==> src/rtl/com_link_master.sv <==
// com_link_master: turns register writes into "S<r><h><l>" strings and parses "D<c><h><l>\n" reports.
// Defining COM_LINK_ERRCNT_EN builds the saturating malformed-report counter behind ERR_COUNT.
`timescale 1ns/1ps

module uart_tx #(
  parameter int CLK_FREQ = 12_000_000,
  parameter int BAUD     = 115200
) (
  input  logic       CLK,
  input  logic       tx_start,
  input  logic [7:0] tx_data,
  output logic       tx_busy,
  output logic       tx
);
  localparam int CPB = CLK_FREQ / BAUD;
  localparam int CW  = $clog2(CPB + 1);

  logic [CW-1:0] baud_cnt_reg;
  logic [3:0]    bit_idx_reg;
  logic [7:0]    shift_reg;
  logic          busy_reg;

  // bit_idx 0 is the start bit, 1..8 data LSB first, 9 the stop bit
  always_ff @(posedge CLK) begin
    if (!busy_reg) begin
      if (tx_start) begin
        busy_reg     <= 1'b1;
        shift_reg    <= tx_data;
        bit_idx_reg  <= 4'd0;
        baud_cnt_reg <= '0;
      end
    end else if (baud_cnt_reg == CW'(CPB - 1)) begin
      baud_cnt_reg <= '0;
      if (bit_idx_reg == 4'd9) begin
        busy_reg <= 1'b0;
      end else begin
        bit_idx_reg <= bit_idx_reg + 4'd1;
        if (bit_idx_reg != 4'd0) shift_reg <= {1'b0, shift_reg[7:1]};
      end
    end else begin
      baud_cnt_reg <= baud_cnt_reg + 1'b1;
    end
  end

  assign tx_busy = busy_reg;
  assign tx = !busy_reg ? 1'b1 :
              (bit_idx_reg == 4'd0) ? 1'b0 :
              (bit_idx_reg == 4'd9) ? 1'b1 : shift_reg[0];
endmodule

module uart_rx #(
  parameter int CLK_FREQ = 12_000_000,
  parameter int BAUD     = 115200
) (
  input  logic       CLK,
  input  logic       rx,
  output logic [7:0] rx_data,
  output logic       rx_ready
);
  localparam int CPB  = CLK_FREQ / BAUD;
  localparam int CW   = $clog2(CPB + 1);
  localparam int HALF = CPB / 2 - 1;

  logic [1:0]    sync_reg;
  logic          prev_reg;
  logic          active_reg;
  logic [CW-1:0] cnt_reg;
  logic [3:0]    idx_reg;
  logic [7:0]    shift_reg;
  logic [7:0]    data_reg;
  logic          ready_reg;
  logic          rx_s;

  assign rx_s = sync_reg[1];

  // Start is a falling edge so power-up zeros in the synchroniser never fake a frame
  always_ff @(posedge CLK) begin
    sync_reg  <= {sync_reg[0], rx};
    prev_reg  <= rx_s;
    ready_reg <= 1'b0;
    if (!active_reg) begin
      if (prev_reg && !rx_s) begin
        active_reg <= 1'b1;
        cnt_reg    <= '0;
        idx_reg    <= 4'd0;
      end
    end else if (cnt_reg == ((idx_reg == 4'd0) ? CW'(HALF) : CW'(CPB - 1))) begin
      cnt_reg <= '0;
      if (idx_reg == 4'd0) begin
        if (rx_s) active_reg <= 1'b0;
        else      idx_reg    <= 4'd1;
      end else if (idx_reg <= 4'd8) begin
        shift_reg <= {rx_s, shift_reg[7:1]};
        idx_reg   <= idx_reg + 4'd1;
      end else begin
        active_reg <= 1'b0;
        if (rx_s) begin
          data_reg  <= shift_reg;
          ready_reg <= 1'b1;
        end
      end
    end else begin
      cnt_reg <= cnt_reg + 1'b1;
    end
  end

  assign rx_data  = data_reg;
  assign rx_ready = ready_reg;
endmodule

module com_link_master #(
  parameter int CLK_FREQ = 12_000_000,
  parameter int BAUD     = 115200
) (
  input  logic       CLK,
  input  logic       RST_N,
  input  logic       RX,
  output logic       TX,
  input  logic [3:0] WR_REG,
  input  logic [7:0] WR_DATA,
  input  logic       WR_VALID,
  output logic       WR_READY,
  output logic [2:0] RD_CHAN,
  output logic [7:0] RD_DATA,
  output logic       RD_VALID,
  output logic [7:0] ERR_COUNT
);
  typedef enum logic [2:0] {T_IDLE, T_S, T_REG, T_HI, T_LO} tx_state_t;
  typedef enum logic [2:0] {R_IDLE, R_CHAN, R_HI, R_LO, R_EOL} rx_state_t;

  function automatic logic [7:0] hex_enc(input logic [3:0] n);
    return (n < 4'd10) ? (8'h30 + {4'h0, n}) : (8'h37 + {4'h0, n});
  endfunction

  // {valid, value}; only uppercase hex digits are accepted
  function automatic logic [4:0] hex_dec(input logic [7:0] c);
    if (c >= 8'h30 && c <= 8'h39)      return {1'b1, c[3:0]};
    else if (c >= 8'h41 && c <= 8'h46) return {1'b1, c[3:0] + 4'd9};
    else                               return 5'd0;
  endfunction

  tx_state_t  tx_state_reg, tx_state_next;
  logic [3:0] wr_idx_reg, wr_idx_next;
  logic [7:0] wr_data_reg, wr_data_next;
  logic       tx_start_reg, tx_start_next;
  logic [7:0] tx_data_reg, tx_data_next;
  logic [7:0] tx_char;
  logic       tx_busy;
  logic       wr_ready;

  rx_state_t  rx_state_reg, rx_state_next;
  logic [2:0] chan_reg, chan_next;
  logic [3:0] hi_reg, hi_next;
  logic [3:0] lo_reg, lo_next;
  logic [2:0] rd_chan_reg, rd_chan_next;
  logic [7:0] rd_data_reg, rd_data_next;
  logic       rd_valid_reg, rd_valid_next;
  logic [7:0] rx_byte;
  logic       rx_ready;
  logic [4:0] rx_dec;
  logic       rx_is_d;
  logic       rx_ok;

  uart_tx #(.CLK_FREQ(CLK_FREQ), .BAUD(BAUD)) u_tx (
    .CLK      (CLK),
    .tx_start (tx_start_reg),
    .tx_data  (tx_data_reg),
    .tx_busy  (tx_busy),
    .tx       (TX)
  );

  uart_rx #(.CLK_FREQ(CLK_FREQ), .BAUD(BAUD)) u_rx (
    .CLK      (CLK),
    .rx       (RX),
    .rx_data  (rx_byte),
    .rx_ready (rx_ready)
  );

  // ---------------- transmit side ----------------
  always_ff @(posedge CLK or negedge RST_N) begin
    if (!RST_N) begin
      tx_state_reg <= T_IDLE;
      wr_idx_reg   <= 4'h0;
      wr_data_reg  <= 8'h00;
      tx_start_reg <= 1'b0;
      tx_data_reg  <= 8'h00;
    end else begin
      tx_state_reg <= tx_state_next;
      wr_idx_reg   <= wr_idx_next;
      wr_data_reg  <= wr_data_next;
      tx_start_reg <= tx_start_next;
      tx_data_reg  <= tx_data_next;
    end
  end

  always_comb begin
    tx_char = 8'h53;
    case (tx_state_reg)
      T_REG:   tx_char = hex_enc(wr_idx_reg);
      T_HI:    tx_char = hex_enc(wr_data_reg[7:4]);
      T_LO:    tx_char = hex_enc(wr_data_reg[3:0]);
      default: tx_char = 8'h53;
    endcase
  end

  // The uart may still be finishing a character after reset, so busy gates readiness too
  assign wr_ready = (tx_state_reg == T_IDLE) && !tx_busy;
  assign WR_READY = RST_N && wr_ready;

  always_comb begin
    tx_state_next = tx_state_reg;
    wr_idx_next   = wr_idx_reg;
    wr_data_next  = wr_data_reg;
    tx_start_next = tx_start_reg;
    tx_data_next  = tx_data_reg;
    if (tx_state_reg == T_IDLE) begin
      if (WR_VALID && wr_ready) begin
        wr_idx_next   = WR_REG;
        wr_data_next  = WR_DATA;
        tx_state_next = T_S;
      end
    end else if (!tx_start_reg && !tx_busy) begin
      tx_data_next  = tx_char;
      tx_start_next = 1'b1;
    end else if (tx_start_reg && tx_busy) begin
      tx_start_next = 1'b0;
      case (tx_state_reg)
        T_S:     tx_state_next = T_REG;
        T_REG:   tx_state_next = T_HI;
        T_HI:    tx_state_next = T_LO;
        default: tx_state_next = T_IDLE;
      endcase
    end
  end

  // ---------------- receive side ----------------
  always_ff @(posedge CLK or negedge RST_N) begin
    if (!RST_N) begin
      rx_state_reg <= R_IDLE;
      chan_reg     <= 3'd0;
      hi_reg       <= 4'h0;
      lo_reg       <= 4'h0;
      rd_chan_reg  <= 3'd0;
      rd_data_reg  <= 8'h00;
      rd_valid_reg <= 1'b0;
    end else begin
      rx_state_reg <= rx_state_next;
      chan_reg     <= chan_next;
      hi_reg       <= hi_next;
      lo_reg       <= lo_next;
      rd_chan_reg  <= rd_chan_next;
      rd_data_reg  <= rd_data_next;
      rd_valid_reg <= rd_valid_next;
    end
  end

  assign rx_dec  = hex_dec(rx_byte);
  assign rx_is_d = (rx_byte == 8'h44);

  // "D" always restarts a frame, so it never counts as a data digit
  always_comb begin
    rx_ok = 1'b0;
    case (rx_state_reg)
      R_CHAN:     rx_ok = (rx_byte[7:3] == 5'b00110);
      R_HI, R_LO: rx_ok = rx_dec[4] && !rx_is_d;
      R_EOL:      rx_ok = (rx_byte == 8'h0A);
      default:    rx_ok = 1'b0;
    endcase
  end

  always_comb begin
    rx_state_next = rx_state_reg;
    chan_next     = chan_reg;
    hi_next       = hi_reg;
    lo_next       = lo_reg;
    rd_chan_next  = rd_chan_reg;
    rd_data_next  = rd_data_reg;
    rd_valid_next = 1'b0;
    if (rx_ready) begin
      if (rx_state_reg == R_IDLE) begin
        if (rx_is_d) rx_state_next = R_CHAN;
      end else if (rx_ok) begin
        case (rx_state_reg)
          R_CHAN: begin
            chan_next     = rx_byte[2:0];
            rx_state_next = R_HI;
          end
          R_HI: begin
            hi_next       = rx_dec[3:0];
            rx_state_next = R_LO;
          end
          R_LO: begin
            lo_next       = rx_dec[3:0];
            rx_state_next = R_EOL;
          end
          default: begin
            rd_chan_next  = chan_reg;
            rd_data_next  = {hi_reg, lo_reg};
            rd_valid_next = 1'b1;
            rx_state_next = R_IDLE;
          end
        endcase
      end else begin
        rx_state_next = rx_is_d ? R_CHAN : R_IDLE;
      end
    end
  end

  assign RD_CHAN  = rd_chan_reg;
  assign RD_DATA  = rd_data_reg;
  assign RD_VALID = rd_valid_reg;

`ifdef COM_LINK_ERRCNT_EN
  logic [7:0] err_cnt_reg;
  logic       rx_err;

  assign rx_err = rx_ready && (rx_state_reg != R_IDLE) && !rx_ok;

  always_ff @(posedge CLK or negedge RST_N) begin
    if (!RST_N)                                err_cnt_reg <= 8'h00;
    else if (rx_err && err_cnt_reg != 8'hFF)   err_cnt_reg <= err_cnt_reg + 8'd1;
  end

  assign ERR_COUNT = err_cnt_reg;
`else
  assign ERR_COUNT = 8'h00;
`endif
endmodule

==> config.mk <==
export PLATFORM = sky130hd
export DESIGN_NAME = com_link_master
export DESIGN_NICKNAME = d
export VERILOG_FILES = /design/src/rtl/com_link_master.sv
export SDC_FILE = /design/constraint.sdc
export NUM_CORES = 1
export LEC_CHECK = 0
export CAP_MARGIN = 20
export CORE_MARGIN = 2
export CORE_UTILIZATION = 50
export DETAILED_ROUTE_END_ITERATION = 7
export DONT_BUFFER_PORTS = 1
export GPL_TIMING_DRIVEN = 0
export HOLD_SLACK_MARGIN = 0.05
export PLACE_DENSITY_LB_ADDON = 0.08
export SLEW_MARGIN = 25
export SYNTH_ARGS = -nofsm -noshare
export SYNTH_HDL_FRONTEND = slang
export SYNTH_SLANG_ARGS = --single-unit
==> constraint.sdc <==
create_clock -name CLK -period 2.6 [get_ports CLK]
set_input_delay 0.26 -clock CLK [delete_from_list [all_inputs] [get_ports CLK]]
set_output_delay 0.26 -clock CLK [all_outputs]
set_load 0.02 [all_outputs]
== Yosys cells after proc, flatten, opt, wreduce, memory -nomap -nowiden ==
Cells that the tools add are included.

* Register bits: 102
* Input port bits: 16
* Output and inout bits: 22
* Word-level logic and storage cells: 171

* $add $sub $neg: 11
* Magnitude comparators: 8
* Equality and inequality tests: 23
* Mux-type cells: 59
* Bitwise operators: 7
* Reduce and logical (&&, ||, !) cells: 39

{| class="wikitable"
|+ Operators with widths
! cell !! count
|-
| $mux 7 || 10
|-
| $add 6x4->7 const A || 6
|-
| $mux 4 || 10
|-
| $mux 8 || 5
|-
| $reduce_and 4->1 || 7
|-
| $mux 1 || 21
|-
| $mux 3 || 7
|-
| $pmux 7 s3 || 1
|-
| $pmux 3 s3 || 2
|-
| $add 7x1->7 const B || 2
|-
| $eq 3x2->1 const B || 4
|-
| $lt 4x4->1 const B || 3
|-
| $ne 2x2->1 const B || 6
|-
| $mux 5 || 2
|-
| $logic_and 1x1->1 || 9
|-
| $add 4x1->4 const B || 2
|-
| $eq 8x4->1 const B || 1
|-
| $eq 8x7->1 const B || 1
|-
| $ge 8x6->1 const B || 1
|-
| $ge 8x7->1 const B || 1
|-
| $le 8x6->1 const B || 1
|-
| $le 8x7->1 const B || 1
|-
| $logic_not 4->1 || 2
|-
| $reduce_and 2->1 || 4
|-
| other kinds (21) || 38
|}

== Depth between registers and ports, before layout ==
Gate-level depths: netlist (run 1).

* Depth in word-level cells: 9
* Depth in mapped cells: 8
* Mapped depth without buffers: 7

== Modules after synthesis ==
Synthesis (run 1) repeated with hierarchy kept, for this count alone.

* Cell total of the unflattened synthesis: 422
* Area total of the unflattened synthesis: 4,997.3 um^2

{| class="wikitable"
|+ By module, submodules not included
! module !! times used !! cells an instance !! area each (um^2) !! sequential area each (um^2)
|-
| com_link_master || 1 || 258 || 2,710.1 || 1,226.2
|-
| uart_rx || 1 || 86 || 1,270.0 || 910.9
|-
| uart_tx || 1 || 78 || 1,017.2 || 590.6
|}

== Worst setup path after synthesis (run 1) ==
Ideal clock, no wire load.

* Kind: register to register
* Start point: reg u_rx.idx_reg[0]
* End point: reg u_rx.shift_reg[0], enable pin
* Library setup time: 383 ps
* Arrival: 2,119 ps
* Required time: 2,217 ps
* Slack: 97 ps
* Cell stages (with the launch flop): 8
* Buffers on the path: 0
* Period minus slack after synthesis: 2,503 ps
* Path through: edfxtp_1 inv_1 ha_1 nor3b_1 nand3_1 a211oi_1 nand2_1 nor3_1

* Cells in the longest elaborated chain, start to end: 4
* Elaborated cells on any way between the ends: 6
* Those cells by class: order compare (1); eq/ne (1); mux (1); bitwise (1); reduce/logical (2)

{| class="wikitable"
|+ RTL lines
! item !! line !! RTL
|-
| start: declaration || 68 || <nowiki>logic [3:0] idx_reg;</nowiki>
|-
| start signal: assignment || 94 || <nowiki>idx_reg <= idx_reg + 4'd1;</nowiki>
|-
| $logic_not 4->1 || 87, 89 ||
|-
| $mux 7 || 87 || <nowiki>end else if (cnt_reg == ((idx_reg == 4'd0) ? CW'(HALF) : CW'(CPB - 1))) begin</nowiki>
|-
| $eq 7x7->1 || 87 ||
|-
| $reduce_and 4->1 (no line) (*) || -- ||
|-
| end signal: assignment || 93 || <nowiki>shift_reg <= {rx_s, shift_reg[7:1]};</nowiki>
|-
| end: declaration || 69 || <nowiki>logic [7:0] shift_reg;</nowiki>
|}

Every way passes the cells marked *; elsewhere a longest branch is shown, timed or not.
A chain may end at the register's enable or synchronous reset.

== Worst setup path after layout (run 1) ==
* Start point: reg u_rx.idx_reg[0]
* End point: reg u_rx.shift_reg[6], enable pin

Same word-level chain as after synthesis.

==> results of run 1 <==
-- placed cells by master (no fill, tap or decap), drive strengths merged, types with 8 or more instances in the layout --
master,instances
ha,17
inv,25
edfxtp,45
xnor2,10
nand2b,11
mux2,32
buf,11
clkbuf,18
conb,8
nand2,23
nor2,39
a21oi,22
o21ai,23
dfrtp,49
nand3,11
dlygate4sd3,14
-- per-layer routing --
| layer | vias up | wire length [um] | share of wire (%) |
|---|---|---|---|
| li1 | 1572 | - | - |
| met1 | 1515 | 4160 | 50 |
| met2 | 58 | 3820 | 46 |
| met3 | 12 | 268 | 3.2 |
| met4 | 0 | 123 | 1.5 |
| met5 | - | 0 | 0 |
-- timing repair --
action	in CTS	in global routing
pin swaps	0	1
hold buffers	15	0
gates resized for setup	4	9
setup endpoints to repair	16	32
buffers inserted	0	1
hold endpoints to repair	62	0
-- final cells by class --
class	instances	share of cell area (%)
buffer	18	1.81
clock buffer	9	2.27
clock inverter	7	1.10
inverter	25	1.79
multi-input combinational	287	37.2
sequential	100	49.4
tap	129	2.96
timing repair buffer	16	3.44
-- where the power goes --
part	switching [mW]	internal, mW
sequential	0.0680	1.73
clock	0.576	0.363
combinational	0.103	0.105
-- worst max-delay path by stage --
stage / cells after the start / end / startpoint
after floorplan: 7 / u_rx.shift_reg[0] / u_rx.idx_reg[0]
after global placement: 7 / u_rx.shift_reg[0] / u_rx.idx_reg[0]
after detailed placement: 7 / u_rx.shift_reg[3] / u_rx.idx_reg[0]
after CTS: 8 / tx_data_reg[0] / u_tx.tx_busy
after global routing: 8 / u_rx.shift_reg[6] / u_rx.idx_reg[0]
final: 8 / u_rx.shift_reg[6] / u_rx.idx_reg[0]
-- stage by stage --
step                instances  cell area [sq um]  worst slack [ns]
finish                    591               5460             0.291
global route              591               5460            0.0706
CTS                       590               5400            0.0600
detailed placement        559               5030            -0.369
global placement          559               5030            -0.371
floorplan                 430               4870            0.0973
-- worst max-delay path, delay by kind of cell (launching register included) --
| family | cells | cell delay (ns) |
|---|---|---|
| compound gates | 1 | 0.26 |
| fa+ha+maj | 1 | 0.19 |
| buf+inv | 2 | 0.23 |
| flops | 1 | 0.44 |
| simple gates | 4 | 0.92 |
-- cell families after synthesis --
logic type | Yosys count | share of synthesized area [%]
muxes | 34 | 7.85
xor gates and xnor gates | 15 | 2.71
AOI/OAI and AO/OA | 85 | 11.2
adders and majority gates | 17 | 4.39
other | 1 | 0.0774
buffers and inverters | 43 | 3.95
and+or+nand+nor | 128 | 14.1
DFF | 100 | 55.7
==> summary.txt, run 1 <==
Layout
  – Fill cells: 792
  – Layout cells sized above 1: 15.6%
  – NumNets Final: 490
  – Area occupied by multi-input gates: 2030 sq um
  – Sequential Area: 2700 sq um
  – Core Util, Final: 58.5%
  – # diodes: 0
  – Synth-to-Final Area Change: 12.6%

Worst setup path
  – Crit-path cells: inv_1 > ha_1 > nor3b_4 > nand3_1 > a211oi_2 > nand2_1 > nor3_4 > buf_12
  – Reg-to-reg endpoint: u_rx.shift_reg[6]
  – Setup CP Type: reg2reg
  – Reg2reg start: u_rx.idx_reg[0]
  – Slowest-stage cell, CP: edfxtp_1
  – Arrival time worst endpoint: 2.40 ns
  – Worst setup SP type: flip-flop
  – Reg2reg setup slack: 0.29 ns
  – Max incr delay on CP: 0.44 ns
  – R2R cell count: 8
  – Critical Path Fanout Max: 8
  – Element type at the critical path end: flip-flop
  – CP Data Required Time: 2.69 ns

Synthesis
  – Most numerous cell in the Yosys netlist: dfrtp_1
  – Post-synth EDFFs: 45
  – Share of the synthesized area in the top cell type: 27.9%
  – Synth area leaders: edfxtp_1 (28%), dfrtp_1 (25%), mux2_2 (7.0%), ha_1 (4.4%), nor2_1 (3.0%)
  – Synth Instances: 423
  – Leading area contributor after synthesis: edfxtp_1
  – Dominant synthesized flop cell: dfrtp_1
  – Yosys warnings: 0
  – Sequential share of the synthesized area: 55.7%
  – Synth async-reset ratio: 49.0%
  – Netlist cell types: 58
  – Post-Syn Area: 4840 sq um
  – Seq cells post-synth: 100
  – Avg Inst Size Synth: 11.5 sq um
  – Commonest cells post-synth: dfrtp_1 (49), edfxtp_1 (45), nor2_1 (39)

STA
  – Hold WS: 0.245 ns
  – Crit path time final: 2.31 ns
  – Slew Viols, Final: 0
  – Final hold violation count: 0
  – Skew final: 0.0139 ns
  – Final setup fails: 0
  – Fin crit share: 88.8%
  – Slew HR: 50.0%
  – Setup TNS: 0 ns
  – Fmax: 433 MHz
  – Worst slew pin tran: 0.742 ns
  – Unrepaired setup endpoints after global routing: no

Global routing
  – Met3 capacity usage during global routing: 2.67%
  – Global-route met2 utilization: 27.1%
  – Largest net degree at the start of global routing: 50
  – GRT Residual Overflow: 0
  – Total GRT Usage: 17.2%
  – Initial antenna violation count: 0
  – Most used routing layer: met2
  – First-pass GRT wire length: 14.2 mm
  – Vias in the first global route: 3072
  – GRT met1 Usage: 24.1%

Detailed routing
  – Wire length per cell: 14.2 um
  – TritonRoute pass-1 iters: 4
  – Vias/cell: 5.34
  – Post-route DRC: 0
  – Drt total wl: 8.38 mm
  – Total number of vias: 3157
  – Detail Route Antenna Nets: 0
  – DRT iter0 DRCs: 109

Floorplan
  – Num rows: 35
  – Initial Utilization: 51.9%
  – Ports: 38
  – Total Die Area: 10500 sq um
  – Die Width: 102 um
  – Die H: 102 um
  – Core Area: 9330 sq um

Placement
  – Half-perimeter wire length after placement: 5.86 mm
  – Routability cong.: 0.811
  – Number of port buffers: 0

CTS
  – Sink Count: 100
  – Clk_lat worst skew: 0.37 ns
  – Root buf cell: clkbuf_8
  – Clock slew at reported path FFs: 0.10 ns
  – Num CTS Buffers: 9
  – CTS Buffer Depth: 2
  – CTS tree: done
  – Htree depth: 3

Power and ir drop
  – Max IR drop VDD: 0.237 mV
  – Leak pwr: 2.15 nW
  – Total power draw: 2.95 mW
  – Pwr Density: 541 nW/um^2

Min path
  – Hold path startpoint: WR_VALID
  – Hold Path Depth: 2
  – Hold/Removal Path Class: in2reg
  – Hold EP: wr_idx_reg[3]

Job
  – Max-cap violation count: 0

Status
  – Status: complete, no violations
No activity file was read; power rests on OpenSTA's default activity.
==> run 2: changes to the inputs <==
- CTS_BUF_LIST: unset -> sky130_fd_sc_hd__clkbuf_8
- MAX_ROUTING_LAYER: unset -> met4
==> run 2 against run 1 <==
Via count about the same; sequential power about the same; clock power about the same; routed wire length grew 0.18%; highest routed layer unchanged; largest cell class unchanged; die area is the same; utilization unchanged.
==> summary.txt, run 2 (synthesis gave the netlist of run 1 again) <==
Layout
  – # diodes: 0 (unchanged)
  – Layout cells sized above 1: 15.6% (unchanged)
  – Fill cells: 792 (unchanged)
  – Sequential Area: 2700 sq um (unchanged)
  – NumNets Final: 490 (unchanged)
  – Fin cells: 591 (unchanged)
  – Most common cell after layout, fill and taps aside: dfrtp_1 (unchanged)
  – Area occupied by multi-input gates: 2030 sq um (unchanged)
  – Core Util, Final: 58.5% (unchanged)
  – Most frequent cells in the layout: dfrtp_1 (49), edfxtp_1 (45), nor2_1 (37) (unchanged)
  – Synth-to-Final Area Change: 12.6% (unchanged)

Worst setup path
  – Slowest-stage cell, CP: edfxtp_1 (unchanged)
  – Crit-path cells: inv_1 > ha_1 > nor3b_4 > nand3_1 > a211oi_2 > nand2_1 > nor3_4 > buf_12 (unchanged)
  – R2R cell count: 8 (unchanged)
  – Setup CP Type: reg2reg (unchanged)
  – Element type at the critical path end: flip-flop (unchanged)
  – Buf/Inv on CP: 2 (unchanged)
  – Top cell family by delay on the critical path: simple AND/OR/NAND/NOR gates (unchanged)
  – Number of cells on the critical path: 8 (unchanged)
  – Max incr delay on CP: 0.44 ns (about the same)
  – Critical Path Fanout Max: 8 (unchanged)
  – Arrival time worst endpoint: 2.40 ns (about the same)
  – Worst setup SP type: flip-flop (unchanged)
  – CP Data Required Time: 2.69 ns (about the same)

Placement
  – Placement Setup Slack: -0.369 ns (unchanged)
  – DP Cell Count: 559 (unchanged)
  – Routability cong.: 0.822 (was 0.811)
  – Number of port buffers: 0 (unchanged)
  – Half-perimeter wire length after placement: 5.86 mm (unchanged)

STA
  – Skew final: 0.0139 ns (about the same)
  – Worst slew pin tran: 0.745 ns (was 0.742 ns)
  – Slew HR: 49.8% (was 50.0%)
  – Setup TNS: 0 ns (unchanged)
  – Fmax: 433 MHz (about the same)
  – Slew Viols, Final: 0 (unchanged)
  – Post-route setup slack: 0.290 ns (was 0.291 ns)
  – Unrepaired setup endpoints after global routing: no (unchanged)
  – Crit path time final: 2.31 ns (about the same)
  – Final setup fails: 0 (unchanged)
  – Fin crit share: 88.8% (about the same)
  – Final hold violation count: 0 (unchanged)

Power and ir drop
  – Leak pwr: 2.15 nW (unchanged)
  – Total power draw: 2.95 mW (about the same)
  – Max IR drop VDD: 0.236 mV (was 0.237 mV)
  – Pwr Density: 541 nW/um^2 (about the same)

Min path
  – Hold/Removal Path Class: in2reg (unchanged)
  – Hold Path Depth: 2 (unchanged)

CTS
  – CTS Buffer Depth: 2 (unchanged)
  – Num CTS Buffers: 9 (unchanged)
  – Sink Count: 100 (unchanged)
  – Clock slew at reported path FFs: 0.10 ns (about the same)
  – Htree depth: 3 (unchanged)
  – Root buf cell: clkbuf_8 (unchanged)
  – Clk_lat worst skew: 0.37 ns (about the same)
  – CTS tree: done (unchanged)

Global routing
  – Largest net degree at the start of global routing: 50 (unchanged)
  – Vias in the first global route: 3070 (was 3072)
  – First-pass GRT wire length: 14.2 mm (about the same)
  – Initial antenna violation count: 0 (unchanged)
  – Total GRT Usage: 17.8% (was 17.2%)
  – GRT Residual Overflow: 0 (unchanged)

Status
  – Status: complete, no violations (unchanged)

Detailed routing
  – DRT iter0 DRCs: 95 (was 109)
  – Post-route DRC: 0 (unchanged)
  – Total number of vias: 3156 (was 3157)
  – Drt total wl: 8.39 mm (was 8.38 mm)
  – Wire length per cell: 14.2 um (about the same)
  – TritonRoute pass-1 iters: 4 (unchanged)
  – Vias/cell: 5.34 (about the same)
  – Detail Route Antenna Nets: 0 (unchanged)

Floorplan
  – Total Die Area: 10500 sq um (unchanged)
  – Core Area: 9330 sq um (unchanged)
  – Die H: 102 um (unchanged)
  – Ports: 38 (unchanged)
  – Die Width: 102 um (unchanged)
  – Num rows: 35 (unchanged)
  – Initial Utilization: 51.9% (unchanged)

Job
  – Max-cap violation count: 0 (unchanged)
## run 2: cell counts in the layout (fill, tap and decap cells not counted)
No cell type changed its count.
## run 2: final cells by class
| type | instances | area share [%] |
|---|---|---|
| Sequential cell | 100 | 49.4 |
| Multi-Input combinational cell | 287 | 37.2 |
| Timing Repair Buffer | 16 | 3.44 |
| Tap cell | 129 | 2.96 |
| Clock buffer | 9 | 2.27 |
| Buffer | 18 | 1.81 |
| Inverter | 25 | 1.79 |
| Clock inverter | 7 | 1.10 |
## run 2: what timing repair did
action / 4_1_cts / 5_1_grt
endpoints found under the setup margin: 16 / 32
hold buffers: 15 / 0
gates resized for setup: 4 / 9
pin swaps: 0 / 1
buffers inserted: 0 / 1
hold endpoints to repair: 62 / 0
## run 2: stage by stage
step / cell area [sq um] / hold slack (ns)
4_1_cts: 5400 / 0.226
6_report: 5460 / 0.244
3_5_place_dp: 5030 / -0.0333
3_3_place_gp: 5030 / -0.0333
2_1_floorplan: 4870 / -0.0356
5_1_grt: 5460 / 0.243
## run 2: final timing paths
kind	start	endpoint	slack (ns)
max	u_rx.idx_reg[0]	u_rx.shift_reg[6]	0.29
min	WR_VALID	wr_idx_reg[3]	0.24
max reg2reg	u_rx.idx_reg[0]	u_rx.shift_reg[6]	0.29
min reg2reg	u_rx.sync_reg[0]	u_rx.sync_reg[1]	0.34
max in group asynchronous	RST_N	wr_data_reg[2]	1.96
min in group asynchronous	RST_N	RD_DATA[3]	0.40
## run 2: per-layer routing
layer / share of wire, % / up-vias / track usage [%] / wire length, um
li1: - / 1571 / - / -
met1: 50 / 1515 / 24.2 / 4160
met2: 46 / 59 / 27.1 / 3850
met3: 3.1 / 11 / 2.67 / 262
met4: 1.4 / 0 / 6.46 / 115
met5: 0 / - / - / 0
## run 2: where the power goes
part	leakage, nW	internal (mW)	switching (mW)
Combinational	0.921	0.105	0.103
Clock	0.0892	0.363	0.576
Sequential	1.13	1.73	0.0679
Total	2.15	2.20	0.747
